## src/rtl/reaction_seq_ctrl.sv

```systemverilog
// rtl/reaction_seq_ctrl.sv - reaction-timer game sequencer: delay, arm, result, false start, timeout, best time
module reaction_seq_ctrl #(
  parameter int         MIN_DELAY_MS = 1000,
  parameter bit         RAND_EN      = 1'b1,
  parameter logic [9:0] LFSR_SEED    = 10'h2A5,
  parameter int         DELAY_W      = 11
) (
  input  logic        clk,
  input  logic        ar,
  input  logic        tick,
  input  logic        start,
  input  logic        stop,
  input  logic        clr,
  input  logic [3:0]  cnt_ones,
  input  logic [3:0]  cnt_tens,
  input  logic [3:0]  cnt_hunds,
  output logic        led_out,
  output logic        counter_en,
  output logic        counter_clr,
  output logic        false_start,
  output logic        timeout,
  output logic        best_valid,
  output logic [11:0] best_bcd,
  output logic [2:0]  state
);

  localparam logic [2:0] S_IDLE   = 3'd0;
  localparam logic [2:0] S_DELAY  = 3'd1;
  localparam logic [2:0] S_ARMED  = 3'd2;
  localparam logic [2:0] S_RESULT = 3'd3;
  localparam logic [2:0] S_EARLY  = 3'd4;
  localparam logic [2:0] S_TMO    = 3'd5;

  logic               start_q, stop_q, clr_q;
  logic               start_e, stop_e, clr_e;
  logic [9:0]         lfsr;
  logic [DELAY_W-1:0] delay_cnt;
  logic [DELAY_W-1:0] delay_load;
  logic [2:0]         next_state;
  logic               load_delay;
  logic               dec_delay;
  logic               clr_best;
  logic               result_first;
  logic [11:0]        cnt_val;
  logic               cnt_full;

  assign start_e    = start & ~start_q;
  assign stop_e     = stop & ~stop_q;
  assign clr_e      = clr & ~clr_q;
  assign cnt_val    = {cnt_hunds, cnt_tens, cnt_ones};
  assign cnt_full   = (cnt_val == 12'h999);
  assign delay_load = DELAY_W'(MIN_DELAY_MS) + (RAND_EN ? DELAY_W'(lfsr) : '0);

  // previous button levels for rising-edge detection
  always_ff @(posedge clk or posedge ar) begin
    if (ar) begin
      start_q <= 1'b0;
      stop_q  <= 1'b0;
      clr_q   <= 1'b0;
    end else begin
      start_q <= start;
      stop_q  <= stop;
      clr_q   <= clr;
    end
  end

  // free-running x^10+x^7+1 LFSR; a nonzero seed keeps it out of the all-zero lockup
  always_ff @(posedge clk or posedge ar) begin
    if (ar) lfsr <= LFSR_SEED;
    else    lfsr <= {lfsr[8:0], lfsr[9] ^ lfsr[6]};
  end

  // state register, registered LED and first-RESULT-cycle marker
  always_ff @(posedge clk or posedge ar) begin
    if (ar) begin
      state        <= S_IDLE;
      led_out      <= 1'b0;
      result_first <= 1'b0;
    end else begin
      state        <= next_state;
      led_out      <= (next_state == S_ARMED);
      result_first <= (next_state == S_RESULT) && (state != S_RESULT);
    end
  end

  // next-state decode; clr beats stop beats tick beats start
  always_comb begin
    next_state = state;
    case (state)
      S_IDLE:  if (!clr_e && start_e) next_state = S_DELAY;
      S_DELAY: begin
        if (clr_e)                          next_state = S_IDLE;
        else if (stop_e)                    next_state = S_EARLY;
        else if (tick && delay_cnt <= 1)    next_state = S_ARMED;
      end
      S_ARMED: begin
        if (clr_e)                          next_state = S_IDLE;
        else if (stop_e)                    next_state = S_RESULT;
        else if (tick && cnt_full)          next_state = S_TMO;
      end
      S_RESULT, S_EARLY, S_TMO: begin
        if (clr_e)                          next_state = S_IDLE;
        else if (start_e)                   next_state = S_DELAY;
      end
      default:                              next_state = S_IDLE;
    endcase
  end

  // outputs and datapath strobes derived from state and this cycle's edges
  always_comb begin
    load_delay  = (next_state == S_DELAY) && (state != S_DELAY);
    dec_delay   = (state == S_DELAY) && tick && !clr_e && !stop_e;
    clr_best    = (state == S_IDLE) && clr_e;
    counter_clr = !ar && (load_delay || (clr_e && state != S_IDLE));
    counter_en  = !ar && (state == S_ARMED) && tick && !stop_e && !cnt_full;
    false_start = (state == S_EARLY);
    timeout     = (state == S_TMO);
  end

  // pre-LED delay down-counter; a zero load expires on the first tick like a load of 1
  always_ff @(posedge clk or posedge ar) begin
    if (ar)              delay_cnt <= '0;
    else if (load_delay) delay_cnt <= delay_load;
    else if (dec_delay)  delay_cnt <= delay_cnt - 1'b1;
  end

  // best-time register; BCD digits compare correctly as a plain 12-bit unsigned value
  always_ff @(posedge clk or posedge ar) begin
    if (ar) begin
      best_bcd   <= 12'h999;
      best_valid <= 1'b0;
    end else if (clr_best) begin
      best_bcd   <= 12'h999;
      best_valid <= 1'b0;
    end else if (result_first && (!best_valid || cnt_val < best_bcd)) begin
      best_bcd   <= cnt_val;
      best_valid <= 1'b1;
    end
  end

endmodule

```

## config.mk

```make
export PLATFORM = sky130hd
export DESIGN_NAME = reaction_seq_ctrl
export DESIGN_NICKNAME = d
export VERILOG_FILES = /design/src/rtl/reaction_seq_ctrl.sv
export SDC_FILE = /design/constraint.sdc
export NUM_CORES = 1
export LEC_CHECK = 0
export BUFFER_PORTS_ARGS = -buffer_cell sky130_fd_sc_hd__clkbuf_2
export CAP_MARGIN = 20
export CORE_UTILIZATION = 60
export CTS_CLUSTER_DIAMETER = 60
export DETAILED_ROUTE_END_ITERATION = 10
export PLACE_DENSITY = 0.84
export SLEW_MARGIN = 20
export SYNTH_ARGS = -nofsm -noshare
export SYNTH_HDL_FRONTEND = slang
export SYNTH_SLANG_ARGS = --single-unit
export TNS_END_PERCENT = 30
```

## constraint.sdc

```tcl
create_clock -name clk -period 4.41 [get_ports clk]
set_clock_uncertainty 0.1 [all_clocks]
set_input_delay 0.441 -clock clk [delete_from_list [all_inputs] [get_ports clk]]
set_output_delay 0.441 -clock clk [all_outputs]
set_load 0.01 [all_outputs]
```

==> flow_metrics.tcl <==
set metrics [dict create \
    clk_path_buf_depth 2 \
    drt-pass1-iter-count 4 \
    placed_cell_area_um2 2698 \
    viasPerCell 5.857 \
    grt_max_degree 44 \
    vias 1962 \
    initial_core_util 0.6212 \
    post_cts_resize_count 0 \
    cts_buffers 5 \
    cp_num_buf_inv 1 \
    seq_area_frac_synth 0.4285 \
    syn_nets 278 \
    syn_area_um2 2485 \
    critPathSlowestCell "dfrtp_1" \
    htree_levels 2 \
    ys_ff_latch 42 \
    synth_edf_count 0 \
    ys_warn_count 0 \
    syn_to_final_growth_pct 13.14 \
    routedWlPerCell_um 14.92 \
    post-route-min-period_ps 2898 \
    layout-drive-gt1-share 0.2596 \
    num-nets-final 316 \
    peakVddDrop_mv 0.1974 \
    worst-path-max-fanout 12 \
    drtIter0Drc 183 \
    cts_setup_buffers 0 \
    p_leak_nw 1.356 \
    power_density_nw_per_um2 334.6 \
    status "finished clean" \
    synthArstFlopShare 1.000 \
    syn_avg_cell_area_um2 10.10 \
    hold_path.class "primary input to asynchronous set/reset pin" \
    slew_violations 0 \
    n_antenna_cell 0 \
    setup-violations-final 0 \
    grt_pass1_wl_mm 7.928 \
    antenna_found_initial 0 \
    ios 39 \
    synthFlopType "dfrtp_1" \
    required_ps 3870 \
    timing.final.ws_setup_ps 1512 \
    drc 0 \
    final.setup.tns_ps 0 \
    dp_hpwl_mm 3.670 \
    critPathArrivalTime_ps 2360 \
    ctsHoldBuffers 0 \
    cts.reportedPaths.clkPinSlew_ps 80 \
    port_buffers 38 \
    clock_latency_ps 300 \
    critPathLaunchType "register" \
    rows 23 \
    wirelength_mm 4.999 \
    drv_cap 0 \
    dpl_worst_slack_ps 1708 \
    gp_congestion 0.9307 \
    coreArea_um2 4000 \
    root_buffer "clkbuf_8" \
    finalCritPeriodShare 0.6572 \
    die_area_um2 4403 \
    tightest_slew_ps 1124 \
    cts_tree "yes" \
    synthCells 246 \
    critPathCaptureType "output pin" \
    clkSinkCount 42 \
    ant_nets 0 \
    finalHoldViolCount 0 \
    path_cells "nor2b_4 -> nand3_1 -> or2_1 -> a31oi_4 -> nand4_4 -> a21oi_1 -> clkbuf_2" \
    design_area_um2 2811 \
    clock.fmax_mhz 345.0 \
    dieHeight_um 66.36 \
    max-slew-margin-rel 0.2425 \
    rsz0062_at_grt "no" \
    overflow 0 \
    hold_slack_ps 159.3 \
    final_util 0.7028 \
    slowest_delay_ps 550 \
    synth_cell_types 55 \
    grt_usage 0.2451 \
    cp_top_family "simple AND/OR/NAND/NOR gates" \
    die_w_um 66.36 \
    grt_pass1_vias 1809 \
    path_class "register to output pin" \
]
## worst paths after layout
kind	from	end	slack (ps)	depth (start not counted)
worst max-delay path	state[1]$_DFF_PP0_	counter_clr	1510	7
worst min-delay path	ar	delay_cnt[6]$_DFFE_PP0P_	160	3
worst max register to register	best_bcd[11]$_DFFE_PP1P_	best_bcd[11]$_DFFE_PP1P_	1980	7
worst min register to register	lfsr[1]$_DFF_PP0_	lfsr[2]$_DFF_PP1_	300	0
max in group asynchronous	ar	best_bcd[7]$_DFFE_PP1P_	3680	3
min in group clk	start	start_q$_DFF_PP0_	160	1
## synth_stat cells (all sizes together) (4+ instances only)
cell | n | area share
xnor2 | 10 | 0.035
ha | 14 | 0.070
dfrtp | 31 | 0.31
nand2b | 6 | 0.018
a21o | 4 | 0.012
nand2 | 10 | 0.015
nor2 | 17 | 0.032
inv | 18 | 0.027
nor4 | 6 | 0.018
mux2i | 6 | 0.024
dfstp | 11 | 0.12
o21ai | 14 | 0.030
buf | 7 | 0.021
a211oi | 4 | 0.012
xor2 | 5 | 0.018
mux2 | 4 | 0.021
nand3 | 25 | 0.050
nor2b | 4 | 0.013
a21oi | 14 | 0.028
## state kept, by name, summed over array words and instances, names as in the netlist
| signal | cells |
|---|---|
| best_bcd | 12 |
| result_first | 1 |
| state | 3 |
| clr_q | 1 |
| lfsr | 10 |
| start_q | 1 |
| delay_cnt | 11 |
| stop_q | 1 |
| led_out | 1 |
| best_valid | 1 |
## layout by cell type (no fill, tap or decap), drive strengths merged, types with 2 or more instances in the layout
| cell type | count |
|---|---|
| nor3 | 3 |
| a21o | 4 |
| clkinvlp | 2 |
| and4bb | 3 |
| a21oi | 14 |
| nor3b | 2 |
| ha | 14 |
| dfstp | 11 |
| nor2 | 17 |
| inv | 18 |
| and4 | 2 |
| clkbuf | 43 |
| o21ai | 14 |
| nand2b | 6 |
| mux2 | 4 |
| dfrtp | 31 |
| nand4 | 2 |
| nor2b | 4 |
| a31oi | 3 |
| nand2 | 10 |
| mux2i | 6 |
| nor4 | 6 |
| a211oi | 4 |
| nand3 | 25 |
| xor2 | 5 |
| xnor2 | 10 |
| or3b | 2 |
| buf | 3 |
## worst reg2reg max path, stage by stage, from the launching register on
cell	delay [ps]
dfstp_2	550
inv_1	40
ha_1	280
a211oi_1	350
nand2_1	110
o21ai_0	440
o21ai_0	330
nand3_1	170
## layout make-up
type | instances | area, µm²
multi-input combinational | 176 | 1290
fill | 300 | 1189
sequential | 42 | 1065
timing repair buffer | 41 | 212.7
clock buffer | 5 | 68.82
inverter | 18 | 67.56
tap | 50 | 62.56
clock inverter | 3 | 45.04
## per-stage QoR
stage / total power, mW / instances
6_report: 0.9407 / 335
5_1_grt: 0.9886 / 335
4_1_cts: 0.9469 / 335
3_5_place_dp: 0.6389 / 327
3_3_place_gp: 0.6329 / 327
2_1_floorplan: 0.5950 / 246
## per-layer routing
metal  routed length (µm)  GRT usage
met1                 2288     0.3008
met2                 2421     0.4171
met3                  213    0.06207
met4                   75    0.08245
met5                    0          0
## cell families (layout without fill, tap and decap cells)
group | after synthesis | after routing | synth area share
compound gates | 51 | 51 | 0.1390
xor+xnor | 15 | 15 | 0.05287
fa+ha+maj | 14 | 14 | 0.07049
buf+inv | 28 | 67 | 0.05236
flops | 42 | 42 | 0.4285
mux | 10 | 10 | 0.04532
simple gates | 86 | 86 | 0.2115
## power breakdown
group / switching, mW / internal, mW / leakage (nW)
clock network: 0.138 / 0.168 / 0.0504
logic: 0.104 / 0.0864 / 0.801
registers: 0.0336 / 0.411 / 0.505
Power figures use the tool's default switching activity.
